$ cat config.mk
export PLATFORM = sky130hd
export DESIGN_NAME = clk_aux_sel_ctrl
export DESIGN_NICKNAME = d
export VERILOG_FILES = /design/src/rtl/clk_aux_sel_ctrl.sv
export SDC_FILE = /design/constraint.sdc
export NUM_CORES = 1
export LEC_CHECK = 0
export CAP_MARGIN = 0
export CORE_ASPECT_RATIO = 0.5
export CORE_MARGIN = 1
export CORE_UTILIZATION = 55
export CTS_CLUSTER_SIZE = 12
export DETAILED_ROUTE_END_ITERATION = 10
export PLACE_DENSITY = 0.73
export SYNTH_ARGS = -nofsm -noshare
export SYNTH_HDL_FRONTEND = slang
export SYNTH_SLANG_ARGS = --single-unit
$ cat constraint.sdc
create_clock -name clk -period 2.6 [get_ports clk]
set_input_delay 0.39 -clock clk [delete_from_list [all_inputs] [get_ports clk]]
set_output_delay 0.39 -clock clk [all_outputs]
set_load 0.01 [all_outputs]
$ cat src/rtl/clk_aux_sel_ctrl.sv
// clk_aux_sel_ctrl
//   Sequences a safe switchover of the board clock mux select (SEL_CLK_AUX)
//   from a raw slide switch. The switch is synchronised and debounced. Each
//   change of the accepted request is wrapped in a hold window. Downstream
//   counters freeze during that window, and the select flips in its middle.
//   A free-running heartbeat drives an LED.
//
//   Optional build macro: CLK_SEL_WATCHDOG_EN
//     defined   : aux_tgl_i is watched for edges. A silent aux clock drops
//                 aux_ok_o. That forces a fallback to the main clock and
//                 sets the sticky err_o.
//     undefined : no watchdog. aux_ok_o is held high from the first cycle
//                 after reset. err_o stays low.
module clk_aux_sel_ctrl #(
  parameter int unsigned DEB_CYCLES    = 500000,
  parameter int unsigned GUARD_CYCLES  = 16,
  parameter int unsigned SETTLE_CYCLES = 1024,
  parameter int unsigned WD_CYCLES     = 4096,
  parameter int unsigned HB_BITS       = 25
) (
  input  logic clk,
  input  logic rst,
  input  logic sw_sel_i,
  input  logic aux_tgl_i,
  output logic sel_clk_aux_o,
  output logic hold_o,
  output logic busy_o,
  output logic aux_ok_o,
  output logic err_o,
  output logic led_hb_o
);

  localparam int unsigned DEB_W   = $clog2(DEB_CYCLES + 1);
  localparam int unsigned SEQ_MAX = (GUARD_CYCLES > SETTLE_CYCLES) ? GUARD_CYCLES : SETTLE_CYCLES;
  localparam int unsigned SEQ_W   = $clog2(SEQ_MAX + 1);

`ifdef CLK_SEL_WATCHDOG_EN
  localparam logic WD_EN = 1'b1;
`else
  localparam logic WD_EN = 1'b0;
`endif

  localparam logic [1:0] ST_IDLE   = 2'd0;
  localparam logic [1:0] ST_HOLD   = 2'd1;
  localparam logic [1:0] ST_SWITCH = 2'd2;
  localparam logic [1:0] ST_SETTLE = 2'd3;

  // ---------------------------------------------------------------------
  // Input synchronisers
  // ---------------------------------------------------------------------
  logic sw_s1_q, sw_s2_q;

  // Two-flop synchroniser for the raw switch
  always_ff @(posedge clk or posedge rst) begin
    if (rst) begin
      sw_s1_q <= 1'b0;
      sw_s2_q <= 1'b0;
    end else begin
      sw_s1_q <= sw_sel_i;
      sw_s2_q <= sw_s1_q;
    end
  end

  // ---------------------------------------------------------------------
  // Debounce
  // ---------------------------------------------------------------------
  logic [DEB_W-1:0] deb_cnt_q, deb_cnt_d;
  logic             req_q, req_d;
  logic             sw_chg;
  logic             deb_done;

  // The synced value is about to change when the first stage differs from
  // the second. Restarting on that edge makes the count equal the number of
  // cycles the synced value has been stable.
  assign sw_chg   = sw_s1_q ^ sw_s2_q;
  assign deb_done = (deb_cnt_q == DEB_W'(DEB_CYCLES - 1));

  // Stability counter and accepted-request update
  always_comb begin
    deb_cnt_d = deb_cnt_q + DEB_W'(1);
    req_d     = req_q;
    if (sw_chg || deb_done) begin
      deb_cnt_d = '0;
    end
    if (deb_done) begin
      req_d = sw_s2_q;
    end
  end

  // Debounce state registers
  always_ff @(posedge clk or posedge rst) begin
    if (rst) begin
      deb_cnt_q <= '0;
      req_q     <= 1'b0;
    end else begin
      deb_cnt_q <= deb_cnt_d;
      req_q     <= req_d;
    end
  end

  // ---------------------------------------------------------------------
  // Aux clock liveness
  // ---------------------------------------------------------------------
  logic aux_ok_q, aux_ok_d;

`ifdef CLK_SEL_WATCHDOG_EN
  localparam int unsigned WD_W = $clog2(WD_CYCLES + 1);

  logic            tgl_s1_q, tgl_s2_q, tgl_s3_q;
  logic [WD_W-1:0] wd_cnt_q, wd_cnt_d;
  logic            tgl_edge;
  logic            wd_done;

  // Synchroniser plus one delay stage for edge detection on the aux toggle
  always_ff @(posedge clk or posedge rst) begin
    if (rst) begin
      tgl_s1_q <= 1'b0;
      tgl_s2_q <= 1'b0;
      tgl_s3_q <= 1'b0;
    end else begin
      tgl_s1_q <= aux_tgl_i;
      tgl_s2_q <= tgl_s1_q;
      tgl_s3_q <= tgl_s2_q;
    end
  end

  assign tgl_edge = tgl_s2_q ^ tgl_s3_q;
  assign wd_done  = (wd_cnt_q == WD_W'(WD_CYCLES - 1));

  // Any toggle edge revives the aux clock. A full silent window kills it.
  always_comb begin
    wd_cnt_d = wd_cnt_q + WD_W'(1);
    aux_ok_d = aux_ok_q;
    if (tgl_edge || wd_done) begin
      wd_cnt_d = '0;
    end
    if (tgl_edge) begin
      aux_ok_d = 1'b1;
    end else if (wd_done) begin
      aux_ok_d = 1'b0;
    end
  end

  // Watchdog counter register
  always_ff @(posedge clk or posedge rst) begin
    if (rst) begin
      wd_cnt_q <= '0;
    end else begin
      wd_cnt_q <= wd_cnt_d;
    end
  end
`else
  // Without a watchdog the aux clock is assumed alive. The toggle input is
  // folded in only so that it is not left dangling; it has no effect.
  always_comb begin
    aux_ok_d = 1'b1 | aux_tgl_i;
  end
`endif

  // Liveness flag register
  always_ff @(posedge clk or posedge rst) begin
    if (rst) begin
      aux_ok_q <= 1'b0;
    end else begin
      aux_ok_q <= aux_ok_d;
    end
  end

  // ---------------------------------------------------------------------
  // Switchover sequencer
  // ---------------------------------------------------------------------
  logic [1:0]       state_q, state_d;
  logic [SEQ_W-1:0] seq_cnt_q, seq_cnt_d;
  logic             tgt_q, tgt_d;
  logic             sel_q, sel_d;
  logic             hold_q, hold_d;
  logic             busy_q, busy_d;
  logic             err_q, err_d;
  logic             err_set;
  logic             fallback;

  // A dead aux clock while it is selected forces a return to main, whatever
  // the switch says.
  assign fallback = WD_EN & sel_q & ~aux_ok_q;

  // Next-state logic. The select is registered on the edge that leaves HOLD.
  // As a result it is stable throughout SWITCH and SETTLE. The target is
  // frozen at HOLD entry, so a request change mid-sequence waits for IDLE.
  always_comb begin
    state_d   = state_q;
    seq_cnt_d = seq_cnt_q;
    tgt_d     = tgt_q;
    sel_d     = sel_q;
    hold_d    = hold_q;
    busy_d    = busy_q;
    err_set   = 1'b0;
    case (state_q)
      ST_IDLE: begin
        seq_cnt_d = '0;
        if (fallback) begin
          state_d = ST_HOLD;
          tgt_d   = 1'b0;
          hold_d  = 1'b1;
          busy_d  = 1'b1;
          err_set = 1'b1;
        end else if (req_q != sel_q) begin
          if (!req_q || aux_ok_q) begin
            state_d = ST_HOLD;
            tgt_d   = req_q;
            hold_d  = 1'b1;
            busy_d  = 1'b1;
          end else begin
            err_set = 1'b1;
          end
        end
      end
      ST_HOLD: begin
        if (seq_cnt_q == SEQ_W'(GUARD_CYCLES - 1)) begin
          seq_cnt_d = '0;
          state_d   = ST_SWITCH;
          sel_d     = tgt_q;
        end else begin
          seq_cnt_d = seq_cnt_q + SEQ_W'(1);
        end
      end
      ST_SWITCH: begin
        seq_cnt_d = '0;
        state_d   = ST_SETTLE;
      end
      ST_SETTLE: begin
        if (seq_cnt_q == SEQ_W'(SETTLE_CYCLES - 1)) begin
          seq_cnt_d = '0;
          state_d   = ST_IDLE;
          hold_d    = 1'b0;
          busy_d    = 1'b0;
        end else begin
          seq_cnt_d = seq_cnt_q + SEQ_W'(1);
        end
      end
      default: begin
        seq_cnt_d = '0;
        state_d   = ST_IDLE;
        hold_d    = 1'b0;
        busy_d    = 1'b0;
      end
    endcase
    err_d = err_q | (WD_EN & err_set);
  end

  // Sequencer registers; reset returns to IDLE on the main clock
  always_ff @(posedge clk or posedge rst) begin
    if (rst) begin
      state_q   <= ST_IDLE;
      seq_cnt_q <= '0;
      tgt_q     <= 1'b0;
      sel_q     <= 1'b0;
      hold_q    <= 1'b0;
      busy_q    <= 1'b0;
      err_q     <= 1'b0;
    end else begin
      state_q   <= state_d;
      seq_cnt_q <= seq_cnt_d;
      tgt_q     <= tgt_d;
      sel_q     <= sel_d;
      hold_q    <= hold_d;
      busy_q    <= busy_d;
      err_q     <= err_d;
    end
  end

  // ---------------------------------------------------------------------
  // Heartbeat
  // ---------------------------------------------------------------------
  logic [HB_BITS-1:0] hb_q;

  // Free-running heartbeat; deliberately independent of hold_o
  always_ff @(posedge clk or posedge rst) begin
    if (rst) begin
      hb_q <= '0;
    end else begin
      hb_q <= hb_q + HB_BITS'(1);
    end
  end

  assign sel_clk_aux_o = sel_q;
  assign hold_o        = hold_q;
  assign busy_o        = busy_q;
  assign aux_ok_o      = aux_ok_q;
  assign err_o         = err_q;
  assign led_hb_o      = hb_q[HB_BITS-1];

endmodule

# Word-level counts from Yosys, hierarchy flattened
# Cells that the tools add are included.
# W data, S select, Z words.
# classes
add_sub_neg	3
eq_ne	11
muxes	13
bitwise	1
n_reduce_logical	10
# ops
operator	n
$pmux W11 S3	1
$add A25 B1 Y25 const B	1
$mux W11	2
$add A19 B1 Y19 const B	1
$eq A19 B19 Y1 const B	1
$mux W19	1
$add A11 B1 Y11 const B	1
$eq A11 B10 Y1 const B	1
$eq A11 B4 Y1 const B	1
$mux W2	4
$ne A2 B2 Y1 const B	4
$pmux W2 S4	1
$reduce_and A4 Y1	2
$eq A2 B2 Y1 const B	2
$mux W1	3
$reduce_and A3 Y1	1
$eq A2 B1 Y1 const B	1
$logic_not A2 Y1	1
$logic_or A1 B1 Y1	2
$pmux W1 S2	1
$reduce_and A2 Y1	1
$reduce_bool A2 Y1	1
$reduce_or A2 Y1	1
$logic_not A1 Y1	1
2 further kinds	2
# word_totals
regBits	64
inputBits	4
out_inout_bits	6
word_cells	49

# Depth between registers and ports, before layout
# logic_depth
ltp_word	5
depth_mapped	6
mapped_depth_nobuf	6

# Worst setup path after synthesis
# Ideal clock, no wire load.
# synth_timing
kind	register -> register
startpoint	register deb_cnt_q[0]
endpoint	register deb_cnt_q[7]
arrival_time_ps	1645
slack_ps	836
path_stages_with_launch	6
synth_period_minus_slack_ps	1764
cell_sequence	dfrtp_1 ha_1 nand4_1 o31ai_4 buf_4 nor2_1
# synth_between
elab_chain_len	3
word_cells_on_any_way	4
# synth_lines
element	line_no	source
start: declaration	67	logic [DEB_W-1:0] deb_cnt_q, deb_cnt_d;
start signal: assignment	96	deb_cnt_q <= deb_cnt_d;
parallel branches: the longest is 2 deep, another holds $add A19 B1 Y19	--	
$mux W19 *	82	if (sw_chg || deb_done) begin
net deb_cnt_d[7]	67	
# Mark *: on every way through the listed nets, which the timed path passes.
# A chain may end at the register's enable or synchronous reset.

# Worst setup path in the final report
# layout_timing
startpoint	register deb_cnt_q[0]
endpoint	register deb_cnt_q[12]
# The elaborated chain is that of the path after synthesis.

==> impl_metrics.tcl <==
set metrics [dict create \
    status "complete, no violations" \
    synth-seq-cells 64 \
    area_growth_pct 12.5 \
    cts_hold_buf 0 \
    met2WireLength_um 2430 \
    ys_seq_area_frac 0.531 \
    wl_per_cell_um 13.2 \
    io_pins 10 \
    wl_um 5020 \
    antenna_cells 0 \
    clkSinkCount 64 \
    dp_hpwl_um 3370 \
    ant_nets 0 \
    max_slew_margin 0.569 \
    syn_avg_cell_area_um2 10.5 \
    comb_power_share 0.029 \
    most-common-layout-cells "dfrtp_1 (64), nor2_1 (38), xnor2_1 (35), nand3_1 (22), nand2_1 (19)" \
    clkPwrFrac 0.458 \
    cp.required_ps 2810 \
    fmax_mhz 520 \
    critPathLaunchType "flip-flop" \
    firstDrtPassIters 4 \
    post-cts-setup-buffer-count 0 \
    port_buffers 7 \
    syn_inst 286 \
    fp.dieH_um 54.3 \
    drt-initial-drc-count 67 \
    synth_warnings 0 \
    hold_path.class "flip-flop to flip-flop" \
    switching_share 0.206 \
    grtUsageTotal 0.193 \
    route.met3.wl_um 187 \
    highest_layer "met4" \
    netlist_area_um2 3010 \
    root_buffer "clkbuf_8" \
    coreArea_um2 5090 \
    viasPerCell 5.34 \
    crit_fanout 10 \
    synth_top_area_frac 0.531 \
    clkTransAtPathRegs_ps 60 \
    ys.flop_type "dfrtp_1" \
    cts_resized 0 \
    antenna_found_initial 0 \
    die_w_um 107 \
    clk_latency_ps 330 \
    crit_type "flip-flop to flip-flop" \
    htreeDepth 3 \
    syn-num-nets 298 \
    ys_types 36 \
    grt_pass1_wl_um 8380 \
    pwr-share-seq 0.513 \
    worstMarginPinSlew_ps 645 \
    initial_utilization 0.592 \
    drt-met1-wl_um 2380 \
    powerDensity_nw_per_um2 583 \
    setup_tns_ps 0 \
    vias 2022 \
    tritoncts "yes" \
    synth-edff-count 0 \
    crit_arrival_ps 2140 \
    cts_max_path_buffers 2 \
    synth_area_leaders "dfrtp_1 (53%), xnor2_1 (10%), nor2_1 (4.7%)" \
    clock_skew_ps 6.17 \
    placementRows 18 \
    finalMaxSlewViolations 0 \
    finalCriticalPeriod_ps 1920 \
    synth_top_area_cell "dfrtp_1" \
    timing.max_cap.violations 0 \
    setup_viol 0 \
    remaining_drc_errors 0 \
    end_kind "flip-flop" \
    p_int_w 0.00157 \
    cts_buffers 9 \
    gp_congestion 0.793 \
    rsz0062_at_grt "false" \
    fin_nets 316 \
    power.switching_w 0.000408 \
    grt-ovfl-total 0 \
    die_area_um2 5800 \
    finalCritPeriodShare 0.740 \
    finish.utilization 0.666 \
    mostFrequentLayoutCell "dfrtp_1" \
    timing_hold_violations_final 0 \
    grt_max_degree 27 \
    final_layout_size_suffix_gt1_frac 0.100 \
    synthArstFlopShare 1.00 \
    vdd_drop_max_mv 0.317 \
    grt_pass1_vias 1943 \
    p_leak_nw 1.44 \
]
-- registers in the layout, summed over array words and instances, names as in the netlist --
name / count
tgt_q: 1
aux_ok_o: 1
sw_s1_q: 1
state_q: 2
deb_cnt_q: 19
sw_s2_q: 1
seq_cnt_q: 11
hb_q: 25
busy_o: 1
sel_clk_aux_o: 1
req_q: 1
-- kinds of logic (layout without fill, tap and decap cells) --
kind of cell,count (synthesis),count (layout),synth area share
other cells,2,2,0.00249
fa+ha+maj,8,8,0.0332
simple gates,127,127,0.214
mux,5,5,0.0183
flops,64,64,0.531
xor+xnor,45,45,0.131
buf+inv,18,41,0.0266
compound gates,17,17,0.0432
-- cell usage after synthesis, types with 4 or more instances --
library cell and number:
a21oi_1 6, and3_1 5, dfrtp_1 64, ha_1 8
inv_1 14, mux2_2 4, nand2_1 19, nand3_1 22
nand4_1 12, nor2_1 38, nor3_1 6, nor4_1 7
or3_1 5, xnor2_1 35, xor2_1 10
-- power by group through the flow --
stage / Sequential (W) / Combinational (W) / Clock [W]
6_report: 0.00102 / 0.0000582 / 0.000906
5_1_grt: 0.00102 / 0.0000673 / 0.000974
4_1_cts: 0.00102 / 0.0000603 / 0.000924
3_5_place_dp: 0.00103 / 0.0000602 / 0
3_3_place_gp: 0.00103 / 0.0000579 / 0
2_1_floorplan: 0.00103 / 0.0000428 / 0
-- worst paths after layout --
check / start / end / slack [ps] / cells past startpoint
worst max-delay path: deb_cnt_q[0] / deb_cnt_q[12] / 680 / 5
worst min-delay path: sw_s1_q / sw_s2_q / 390 / 0
worst max register to register: deb_cnt_q[0] / deb_cnt_q[12] / 680 / 5
worst min register to register: sw_s1_q / sw_s2_q / 390 / 0
max in group asynchronous: rst / hb_q[6] / 1500 / 3
min in group asynchronous: rst / deb_cnt_q[17] / 410 / 2
-- area by class of cell --
| cell class | count | area (um^2) |
|---|---|---|
| multi-input cells | 204 | 1330 |
| well taps | 70 | 87.6 |
| flip-flops and latches | 64 | 1600 |
| fillers | 401 | 1700 |
| inverters | 14 | 52.6 |
| clock buffers | 14 | 183 |
| clock inverters | 2 | 35.0 |
| repair buffers | 11 | 100 |
-- per-stage QoR --
stage,power [W],hold slack (ps),std cells,setup WS [ps],area (um^2)
finish,0.00198,394,379,677,3390
global route,0.00206,411,379,569,3390
CTS,0.00200,395,379,689,3390
detailed placement,0.00109,380,363,700,3170
global placement,0.00109,378,363,757,3170
floorplan,0.00108,373,286,612,3010
-- critical path, stage by stage (launching register included) --
cell and delay (ps):
dfrtp_1 390, ha_1 220, nand4_1 430, nor4_1 540
xnor2_1 180, nor2_1 60
-- layer usage --
layer,track usage,vias to the layer above
li1,-,1013
met1,0.221,978
met2,0.346,27
met3,0.0750,4
met4,0.0616,0
met5,0,-
(Power assumes the default switching activity.)
